$ cat config.mk
export PLATFORM = sky130hd
export DESIGN_NAME = mem_port_arbiter
export DESIGN_NICKNAME = d
export VERILOG_FILES = /design/src/rtl/mem_port_arbiter_pkg.sv /design/src/rtl/arb_wdog.sv /design/src/rtl/mem_port_arbiter.sv
export SDC_FILE = /design/constraint.sdc
export NUM_CORES = 1
export LEC_CHECK = 0
export ABC_AREA = 1
export CAP_MARGIN = 20
export CORE_AREA = 2 2 108 110
export CTS_BUF_LIST = sky130_fd_sc_hd__clkbuf_4
export CTS_CLUSTER_SIZE = 16
export DETAILED_ROUTE_END_ITERATION = 6
export DIE_AREA = 0 0 110 112
export DONT_BUFFER_PORTS = 1
export GPL_ROUTABILITY_DRIVEN = 0
export PLACE_DENSITY = 0.55
export SYNTH_ARGS = -nofsm -noshare
export SYNTH_HDL_FRONTEND = slang
export SYNTH_SLANG_ARGS = --single-unit
$ cat constraint.sdc
create_clock -name clk -period 2.8 [get_ports clk]
set_input_delay 0.28 -clock clk [delete_from_list [all_inputs] [get_ports clk]]
set_output_delay 0.28 -clock clk [all_outputs]
set_load 0.03 [all_outputs]
$ cat src/rtl/mem_port_arbiter_pkg.sv
// Shared definitions for the fetch/data memory port arbiter: FSM encodings,
// the full-word byte-enable constant and a width helper for the watchdog.
package mem_port_arbiter_pkg;

  typedef enum logic [1:0] {
    ARB_IDLE  = 2'b00,
    ARB_GNT_D = 2'b01,
    ARB_GNT_I = 2'b10
  } arb_state_e;

  localparam logic [3:0] BE_WORD = 4'hF;

  function automatic int wdog_width(input int cyc);
    return (cyc < 2) ? 1 : $clog2(cyc + 1);
  endfunction

endpackage

$ cat src/rtl/arb_wdog.sv
// Bus watchdog: counts granted cycles without an acknowledge and flags the
// cycle in which the TIMEOUT_CYC-th such cycle is reached (0 disables it).
module arb_wdog #(
  parameter int TIMEOUT_CYC = 255
) (
  input  logic clk,
  input  logic reset,
  input  logic clr_i,
  input  logic en_i,
  output logic tc_o
);
  import mem_port_arbiter_pkg::*;

  localparam int CW = wdog_width(TIMEOUT_CYC);
  localparam logic [CW-1:0] LAST = CW'((TIMEOUT_CYC > 0) ? TIMEOUT_CYC - 1 : 0);
  localparam logic WDOG_ON = (TIMEOUT_CYC != 0);

  logic [CW-1:0] cnt_q;
  logic [CW-1:0] cnt_d;

  // next count: clear on a new grant, advance while waiting
  always_comb begin
    cnt_d = cnt_q;
    if (clr_i) begin
      cnt_d = '0;
    end else if (en_i && WDOG_ON) begin
      cnt_d = cnt_q + CW'(1);
    end else begin
      cnt_d = cnt_q;
    end
  end

  // count register
  always_ff @(posedge clk or posedge reset) begin
    if (reset) begin
      cnt_q <= '0;
    end else begin
      cnt_q <= cnt_d;
    end
  end

  // en_i already excludes ack cycles, so an ack on the terminal count wins
  assign tc_o = WDOG_ON && en_i && (cnt_q == LAST);

endmodule

$ cat src/rtl/mem_port_arbiter.sv
// Shares one memory bus between the IF fetch port and the MEM load/store port,
// with data priority, alternating service, fetch kill on redirect and a watchdog.
module mem_port_arbiter #(
  parameter int AW          = 32,
  parameter int DW          = 32,
  parameter int TIMEOUT_CYC = 255
) (
  input  logic          clk,
  input  logic          reset,
  input  logic          if_req,
  input  logic [AW-1:0] if_addr,
  input  logic          if_flush,
  output logic [DW-1:0] if_rdata,
  output logic          if_done,
  input  logic          d_req,
  input  logic          d_we,
  input  logic [AW-1:0] d_addr,
  input  logic [DW-1:0] d_wdata,
  input  logic [3:0]    d_be,
  output logic [DW-1:0] d_rdata,
  output logic          d_done,
  output logic          bus_req,
  output logic          bus_we,
  output logic [AW-1:0] bus_addr,
  output logic [DW-1:0] bus_wdata,
  output logic [3:0]    bus_be,
  input  logic          bus_ack,
  input  logic [DW-1:0] bus_rdata,
  output logic          stall_if,
  output logic          stall_mem,
  output logic          timeout
);
  import mem_port_arbiter_pkg::*;

  arb_state_e    state_q, state_d;
  logic          kill_q, kill_d;
  logic          bus_req_q, bus_req_d;
  logic          bus_we_q, bus_we_d;
  logic [AW-1:0] bus_addr_q, bus_addr_d;
  logic [DW-1:0] bus_wdata_q, bus_wdata_d;
  logic [3:0]    bus_be_q, bus_be_d;

  logic busy_s, tc_s, fin_s;
  logic grant_d_s, grant_i_s, release_s;

  assign busy_s = (state_q != ARB_IDLE);
  assign fin_s  = busy_s & (bus_ack | tc_s);

  // arbitration, kill tracking and bus field capture on the grant edge
  always_comb begin
    state_d     = state_q;
    kill_d      = kill_q;
    bus_req_d   = bus_req_q;
    bus_we_d    = bus_we_q;
    bus_addr_d  = bus_addr_q;
    bus_wdata_d = bus_wdata_q;
    bus_be_d    = bus_be_q;
    grant_d_s   = 1'b0;
    grant_i_s   = 1'b0;
    release_s   = 1'b0;
    case (state_q)
      ARB_IDLE: begin
        if (d_req) begin
          grant_d_s = 1'b1;
        end else begin
          grant_i_s = if_req & ~if_flush;
        end
      end
      ARB_GNT_D: begin
        grant_i_s = fin_s & if_req & ~if_flush;
        release_s = fin_s;
      end
      ARB_GNT_I: begin
        grant_d_s = fin_s & d_req;
        release_s = fin_s;
        if (fin_s) begin
          kill_d = 1'b0;
        end else if (if_flush) begin
          kill_d = 1'b1;
        end else begin
          kill_d = kill_q;
        end
      end
      default: begin
        release_s = 1'b1;
        kill_d    = 1'b0;
      end
    endcase

    if (grant_d_s) begin
      state_d     = ARB_GNT_D;
      bus_req_d   = 1'b1;
      bus_we_d    = d_we;
      bus_addr_d  = d_addr;
      bus_wdata_d = d_wdata;
      bus_be_d    = d_be;
    end else if (grant_i_s) begin
      state_d     = ARB_GNT_I;
      bus_req_d   = 1'b1;
      bus_we_d    = 1'b0;
      bus_addr_d  = if_addr;
      bus_wdata_d = '0;
      bus_be_d    = BE_WORD;
    end else if (release_s) begin
      state_d   = ARB_IDLE;
      bus_req_d = 1'b0;
    end else begin
      state_d   = state_q;
      bus_req_d = bus_req_q;
    end
  end

  // state and bus registers
  always_ff @(posedge clk or posedge reset) begin
    if (reset) begin
      state_q     <= ARB_IDLE;
      kill_q      <= 1'b0;
      bus_req_q   <= 1'b0;
      bus_we_q    <= 1'b0;
      bus_addr_q  <= '0;
      bus_wdata_q <= '0;
      bus_be_q    <= 4'h0;
    end else begin
      state_q     <= state_d;
      kill_q      <= kill_d;
      bus_req_q   <= bus_req_d;
      bus_we_q    <= bus_we_d;
      bus_addr_q  <= bus_addr_d;
      bus_wdata_q <= bus_wdata_d;
      bus_be_q    <= bus_be_d;
    end
  end

  arb_wdog #(
    .TIMEOUT_CYC(TIMEOUT_CYC)
  ) u_wdog (
    .clk  (clk),
    .reset(reset),
    .clr_i(grant_d_s | grant_i_s),
    .en_i (busy_s & ~bus_ack),
    .tc_o (tc_s)
  );

  assign bus_req   = bus_req_q;
  assign bus_we    = bus_we_q;
  assign bus_addr  = bus_addr_q;
  assign bus_wdata = bus_wdata_q;
  assign bus_be    = bus_be_q;

  // a killed fetch finishes on the bus but is never reported to IF
  assign d_done   = (state_q == ARB_GNT_D) & fin_s;
  assign if_done  = (state_q == ARB_GNT_I) & fin_s & ~kill_q & ~if_flush;
  assign timeout  = tc_s & (d_done | if_done);
  assign d_rdata  = ((state_q == ARB_GNT_D) && bus_ack && !bus_we_q) ? bus_rdata : '0;
  assign if_rdata = ((state_q == ARB_GNT_I) && bus_ack) ? bus_rdata : '0;

  assign stall_if  = (if_req & ~if_done) | ((state_q == ARB_GNT_I) & kill_q);
  assign stall_mem = d_req & ~d_done;

endmodule

======== Word-level counts from Yosys, hierarchy flattened ========
Index checks and enable logic that the tools add are counted.
cells by class
  add/sub/neg operators ................... 1
  eq/ne operators ......................... 4
  multiplexer cells ....................... 26
  bitwise logic cells ..................... 24
  reductions and logical operators ........ 13
operator list
  kind                                                                   number
  32-bit two-way mux                                                     6
  8-bit two-way mux                                                      2
  1-bit bitwise AND                                                      14
  1-bit two-way mux                                                      9
  8-bit by 1-bit adder with 8-bit output, second input constant          1
  8-bit equality test, second input constant                             1
  4-bit two-way mux                                                      2
  1-bit one-hot mux with 2 select lines                                  4
  2-bit two-way mux                                                      3
  1-bit NOT                                                              6
  2-bit nonzero test                                                     3
  1-bit logical AND                                                      4
  1-bit bitwise OR                                                       4
  2-bit OR reduction                                                     2
  3-bit inequality test, second input constant                           1
  3-bit nonzero test                                                     1
  2-bit by 1-bit equality test with 1-bit output, second input constant  1
  2-bit equality test, second input constant                             1
  2-bit logical NOT                                                      1
  2-bit AND reduction                                                    1
  1-bit logical NOT                                                      1
word-level totals
  register bits ........................... 81
  input bits .............................. 139
  output and inout port bits .............. 139
  logic and storage cells ................. 76

======== Longest topological paths before layout ========
Gate-level depths: netlist of run 1.
  word-level depth ........................ 11
  gate-level depth with buffers ........... 14
  gate-level depth less buffers ........... 13

======== Cells and area by module ========
A second synthesis of run 1 with hierarchy kept.
unflattened totals
  cells, all modules ...................... 628
  area, all modules ....................... 4415.5 um2
by module, submodules not included
  module            times used  cells an instance  area each (um2)
  mem_port_arbiter  1           568                3940.0
  arb_wdog          1           60                 475.5

======== Worst setup path before layout of run 1 ========
OpenSTA, ideal clock, no wires.
  kind .................................... register to output
  start ................................... register state_q[0]
  end ..................................... output timeout
  data arrival time ....................... 1.789 ns
  slack ................................... 0.731 ns
  cell stages (with the launch flop) ...... 12
  cells stage by stage .................... dfrtp_1 > inv_1 > ha_1 > inv_2 > nand2_2 > nor2_1 > nand2_1 > nand2_1 > nand3_2 > nor2_1 > nand2_1 > a21oi_1
between the ends
  cells in the longest elaborated chain, start to end .. 10
  elaborated cells between the ends (all ways) .. 13
  those cells by class .................... 2 x eq/ne; 9 x bitwise; 2 x reduce/logical
RTL lines
  item                             line                     source
  start: declaration               mem_port_arbiter.sv:35   arb_state_e state_q, state_d;
  start signal: assignment         mem_port_arbiter.sv:124  state_q <= state_d;
  2-bit nonzero test               mem_port_arbiter.sv:46   assign busy_s = (state_q != ARB_IDLE);
  1-bit bitwise AND                mem_port_arbiter.sv:140  .en_i (busy_s & ~bus_ack),
  1-bit logical AND                arb_wdog.sv:43           assign tc_o = WDOG_ON && en_i && (cnt_q == LAST);
  1-bit bitwise OR                 mem_port_arbiter.sv:47   assign fin_s = busy_s & (bus_ack | tc_s);
  1-bit bitwise AND                mem_port_arbiter.sv:47
  1-bit bitwise AND (3 in series)  mem_port_arbiter.sv:152  assign if_done = (state_q == ARB_GNT_I) & fin_s & ~kill_q & ~if_flush;
  1-bit bitwise OR                 mem_port_arbiter.sv:153  assign timeout = tc_s & (d_done | if_done);
  1-bit bitwise AND *              mem_port_arbiter.sv:153
  end: declaration                 mem_port_arbiter.sv:31   output logic timeout
Mark *: on every way between the ends. The rest lies on a longest branch, timed or not.

======== Worst setup path in the final report of run 1 ========
Same ends and word-level chain as after synthesis.

==> results of run 1 <==
cell usage in the layout, fill, tap and decap left out:
master and n:
sky130_fd_sc_hd__nand2_1 200, sky130_fd_sc_hd__nand3_1 138, sky130_fd_sc_hd__nor2_1 83, sky130_fd_sc_hd__dfrtp_1 81, sky130_fd_sc_hd__buf_4 75, sky130_fd_sc_hd__inv_1 51
sky130_fd_sc_hd__dlygate4sd3_1 34, sky130_fd_sc_hd__clkbuf_4 10, sky130_fd_sc_hd__a21oi_1 6, sky130_fd_sc_hd__ha_1 5, sky130_fd_sc_hd__nand2_2 4, sky130_fd_sc_hd__nor3_1 3
sky130_fd_sc_hd__bufinv_16 3, sky130_fd_sc_hd__inv_2 2, sky130_fd_sc_hd__o21ai_0 2, sky130_fd_sc_hd__xor2_1 2, sky130_fd_sc_hd__xnor2_1 2, sky130_fd_sc_hd__buf_12 2
sky130_fd_sc_hd__nand3_2 1, sky130_fd_sc_hd__nand2_4 1, sky130_fd_sc_hd__o21bai_1 1, sky130_fd_sc_hd__a21boi_1 1, sky130_fd_sc_hd__clkinv_2 1, sky130_fd_sc_hd__clkinv_1 1
synthesized netlist by cell type:
library cell,number
sky130_fd_sc_hd__buf_2,11
sky130_fd_sc_hd__inv_2,1
sky130_fd_sc_hd__o21bai_1,1
sky130_fd_sc_hd__a21oi_1,6
sky130_fd_sc_hd__nand3_2,1
sky130_fd_sc_hd__nand3_1,138
sky130_fd_sc_hd__nand2_2,4
sky130_fd_sc_hd__xnor2_1,2
sky130_fd_sc_hd__xor2_1,2
sky130_fd_sc_hd__nand2_4,1
sky130_fd_sc_hd__buf_4,6
sky130_fd_sc_hd__inv_1,53
sky130_fd_sc_hd__nand2_1,200
sky130_fd_sc_hd__ha_1,5
sky130_fd_sc_hd__buf_6,1
sky130_fd_sc_hd__nor2_1,83
sky130_fd_sc_hd__nor3_1,3
sky130_fd_sc_hd__a21boi_0,1
sky130_fd_sc_hd__dfrtp_1,81
sky130_fd_sc_hd__o21ai_0,2
sky130_fd_sc_hd__clkbuf_1,23
cell type report:
cell class | count | area, um2
well taps | 143 | 179
repair buffers | 111 | 943
fillers | 1129 | 5690
clock buffers | 10 | 75.1
clock inverters | 4 | 93.8
multi-input cells | 449 | 1970
flip-flops and latches | 81 | 2030
inverters | 54 | 204
metal layers:
metal / up-vias / wire (um) / GRT usage [%]
met4: 0 / 248 / 7.43
met5: - / 0 / 0
met1: 2068 / 4940 / 23.4
met2: 236 / 7270 / 38.9
met3: 21 / 1210 / 6.03
li1: 2111 / - / -
what timing repair did:
item                                    in CTS  in global routing
hold buffers                                34                  0
endpoints found under the setup margin       0                  1
hold endpoints to repair                    71                  0
resized for setup                            0                  2
through the flow:
| step | instances | hold WS (ns) | utilization (%) | power (mW) | instance area, um2 |
|---|---|---|---|---|---|
| final | 852 | 0.0606 | 49.1 | 6.06 | 5490 |
| after global routing | 852 | 0.0276 | 49.1 | 6.49 | 5490 |
| after CTS | 852 | 0.0303 | 49.1 | 6.11 | 5490 |
| after detailed placement | 804 | 0.291 | 44.6 | 5.23 | 4980 |
| after global placement | 804 | 0.283 | 44.6 | 5.16 | 4980 |
| after floorplan | 625 | 0.397 | - | 4.61 | 4390 |
flip-flops by register name, summed over array words and instances, names as in the netlist:
register      cells
bus_addr         32
bus_be            4
bus_req           1
bus_wdata        32
bus_we            1
kill_q            1
state_q           2
u_wdog.cnt_q      8
tightest hold or removal path: stages:
cell and delay [ns]:
sky130_fd_sc_hd__inv_1 0.02, sky130_fd_sc_hd__nand2_1 0.05, sky130_fd_sc_hd__nand2_1 0.06, sky130_fd_sc_hd__nand2_1 0.05
power by group:
part	total (mW)	internal, mW	switching, mW
Clock	0.835	0.451	0.385
Combinational	2.18	0.751	1.43
Sequential	3.04	1.67	1.37
path summary, 6_finish.rpt:
check / from / depth (start not counted) / end
max: state_q[0]$_DFFE_PP0P_ / 12 / timeout
min: d_be[1] / 4 / bus_be[1]$_DFFE_PP0P_
max reg2reg: state_q[0]$_DFFE_PP0P_ / 13 / bus_be[3]$_DFFE_PP0P_
min reg2reg: state_q[0]$_DFFE_PP0P_ / 2 / state_q[0]$_DFFE_PP0P_
max in group asynchronous: reset / 3 / bus_be[2]$_DFFE_PP0P_
min in group asynchronous: reset / 2 / bus_wdata[12]$_DFFE_PP0P_
logic make-up (layout without fill, tap and decap cells):
group | count (synthesis) | after routing | synth area share, %
simple gates | 430 | 430 | 41.3
buf+inv | 95 | 179 | 9.11
flops | 81 | 81 | 46.1
compound gates | 10 | 10 | 1.25
fa+ha+maj | 5 | 5 | 1.42
xor+xnor | 4 | 4 | 0.797
==> results.sh, run 1 <==
export IMPL_synth_lib_cells_used_distinct=21
export IMPL_power_ir_vdd_worst_uv=582
export IMPL_critPathSlowestCell="sky130_fd_sc_hd__dfrtp_1"
export IMPL_clock_path_buffers=2
export IMPL_grt_pass1_vias=4116
export IMPL_reg2reg_setup_slack_ns=0.65
export IMPL_grt_start_max_net_pins=72
export IMPL_layout_drive_gt1_share_pct=14.0
export IMPL_grt_pass1_wl_um=20500
export IMPL_n_antenna_cell=0
export IMPL_cp_arrival_ns=2.29
export IMPL_grt_total_usage_pct=21.4
export IMPL_worst_setup_ep_type="output port"
export IMPL_clock_sinks=81
export IMPL_fin_crit_sh_pct=91.8
export IMPL_netlist_area_leader_share_pct=46.1
export IMPL_relSlewSlack_pct=54.0
export IMPL_buffers_and_inverters_on_the_worst_path=3
export IMPL_depth_of_the_cts_h_tree=3
export IMPL_timing_max_cap_violations=0
export IMPL_setup_slack_ns=0.229
export IMPL_synth_top_cells_by_area="sky130_fd_sc_hd__dfrtp_1 46%, sky130_fd_sc_hd__nand2_1 17%, sky130_fd_sc_hd__nand3_1 16%, sky130_fd_sc_hd__nor2_1 7.1%, sky130_fd_sc_hd__inv_1 4.5%"
export IMPL_fin_nets=850
export IMPL_detailroute_via_count=4436
export IMPL_die_height_um=112
export IMPL_tritoncts="done"
export IMPL_timing_hold_worst_class="in2reg"
export IMPL_port_buffers=0
export IMPL_final_max_slew_violation_count=0
export IMPL_start_util_pct=39.3
export IMPL_routed_wire_length_per_instance_um=16.0
export IMPL_syn_area_per_cell_um2=7.03
export IMPL_drc=0
export IMPL_final_period_minus_worst_setup_slack_ns=2.57
export IMPL_worst_slew_pin_transition_ns=0.689
export IMPL_max_stage_delay_on_crit_path_ns=0.39
export IMPL_vias_per_cell=5.21
export IMPL_cts_buffers_inserted=9
export IMPL_cpLargestDelayFamily="simple AND/OR/NAND/NOR gates"
export IMPL_finalHoldViolCount=0
export IMPL_syn_nets=769
export IMPL_yosys_warnings=0
export IMPL_synthesis_instances=625
export IMPL_report_final_setup_viol=0
export IMPL_first_pass_iters=5
export IMPL_synth_top_area_cell="sky130_fd_sc_hd__dfrtp_1"
export IMPL_core_area_mm2=0.0112
export IMPL_post_cts_setup_buffer_count=0
export IMPL_worst_clock_skew_ns=0.0300
export IMPL_cp_max_fo=6
export IMPL_worst_setup_path_type="reg2out"
export IMPL_dp_hpwl_um=9770
export IMPL_dpl_worst_slack_ns=0.620
export IMPL_drt_wl_total_um=13700
export IMPL_cp_cell_sequence="inv_1 > ha_1 > inv_2 > nand2_2 > nor2_1 > nand2_1 > nand2_1 > nand3_2 > nor2_1 > nand2_1 > a21oi_1 > buf_4"
export IMPL_power_density_cell_area_mw_per_mm2=1100
export IMPL_clk_transition_reported_paths_ns=0.14
export IMPL_drtAntennaViolNets=0
export IMPL_die_area_mm2=0.0123
export IMPL_p_leak_nw=3.10
export IMPL_root_buffer="sky130_fd_sc_hd__clkbuf_4"
export IMPL_crit_path_frequent_cell="sky130_fd_sc_hd__nand2_1"
export IMPL_clock_insertion_delay_worst_skew_ns=0.43
export IMPL_die_w_um=110
export IMPL_outcome="finished clean"
export IMPL_grt_setup_unrepaired="false"
export IMPL_antenna_found_initial=0
export IMPL_cp_start_kind="flip-flop"
export IMPL_floorplan_rows=39
export IMPL_drc_violation_total_after_the_first_tritonroute_iteration=270
export IMPL_synth_seq_area_share_pct=46.1
export IMPL_io_pins=278
export IMPL_final_setup_tns_ns=0
export IMPL_ys_seq_elements=81
export IMPL_mappedNetlistArea_mm2=0.00439
export IMPL_clock_fmax_ghz=0.389
export IMPL_required_ns=2.52
export IMPL_layout_area_overhead_vs_synth_pct=24.9
export IMPL_globalRouteOverflowTotal=0
Note: power is estimated with default switching activity, not from simulation.
==> run 2: changes to the inputs <==
ABC_CLOCK_PERIOD_IN_PS = 2800   (was default)
==> results of run 2 <==
The final DEF is identical to that of run 1; final timing and power are the same.
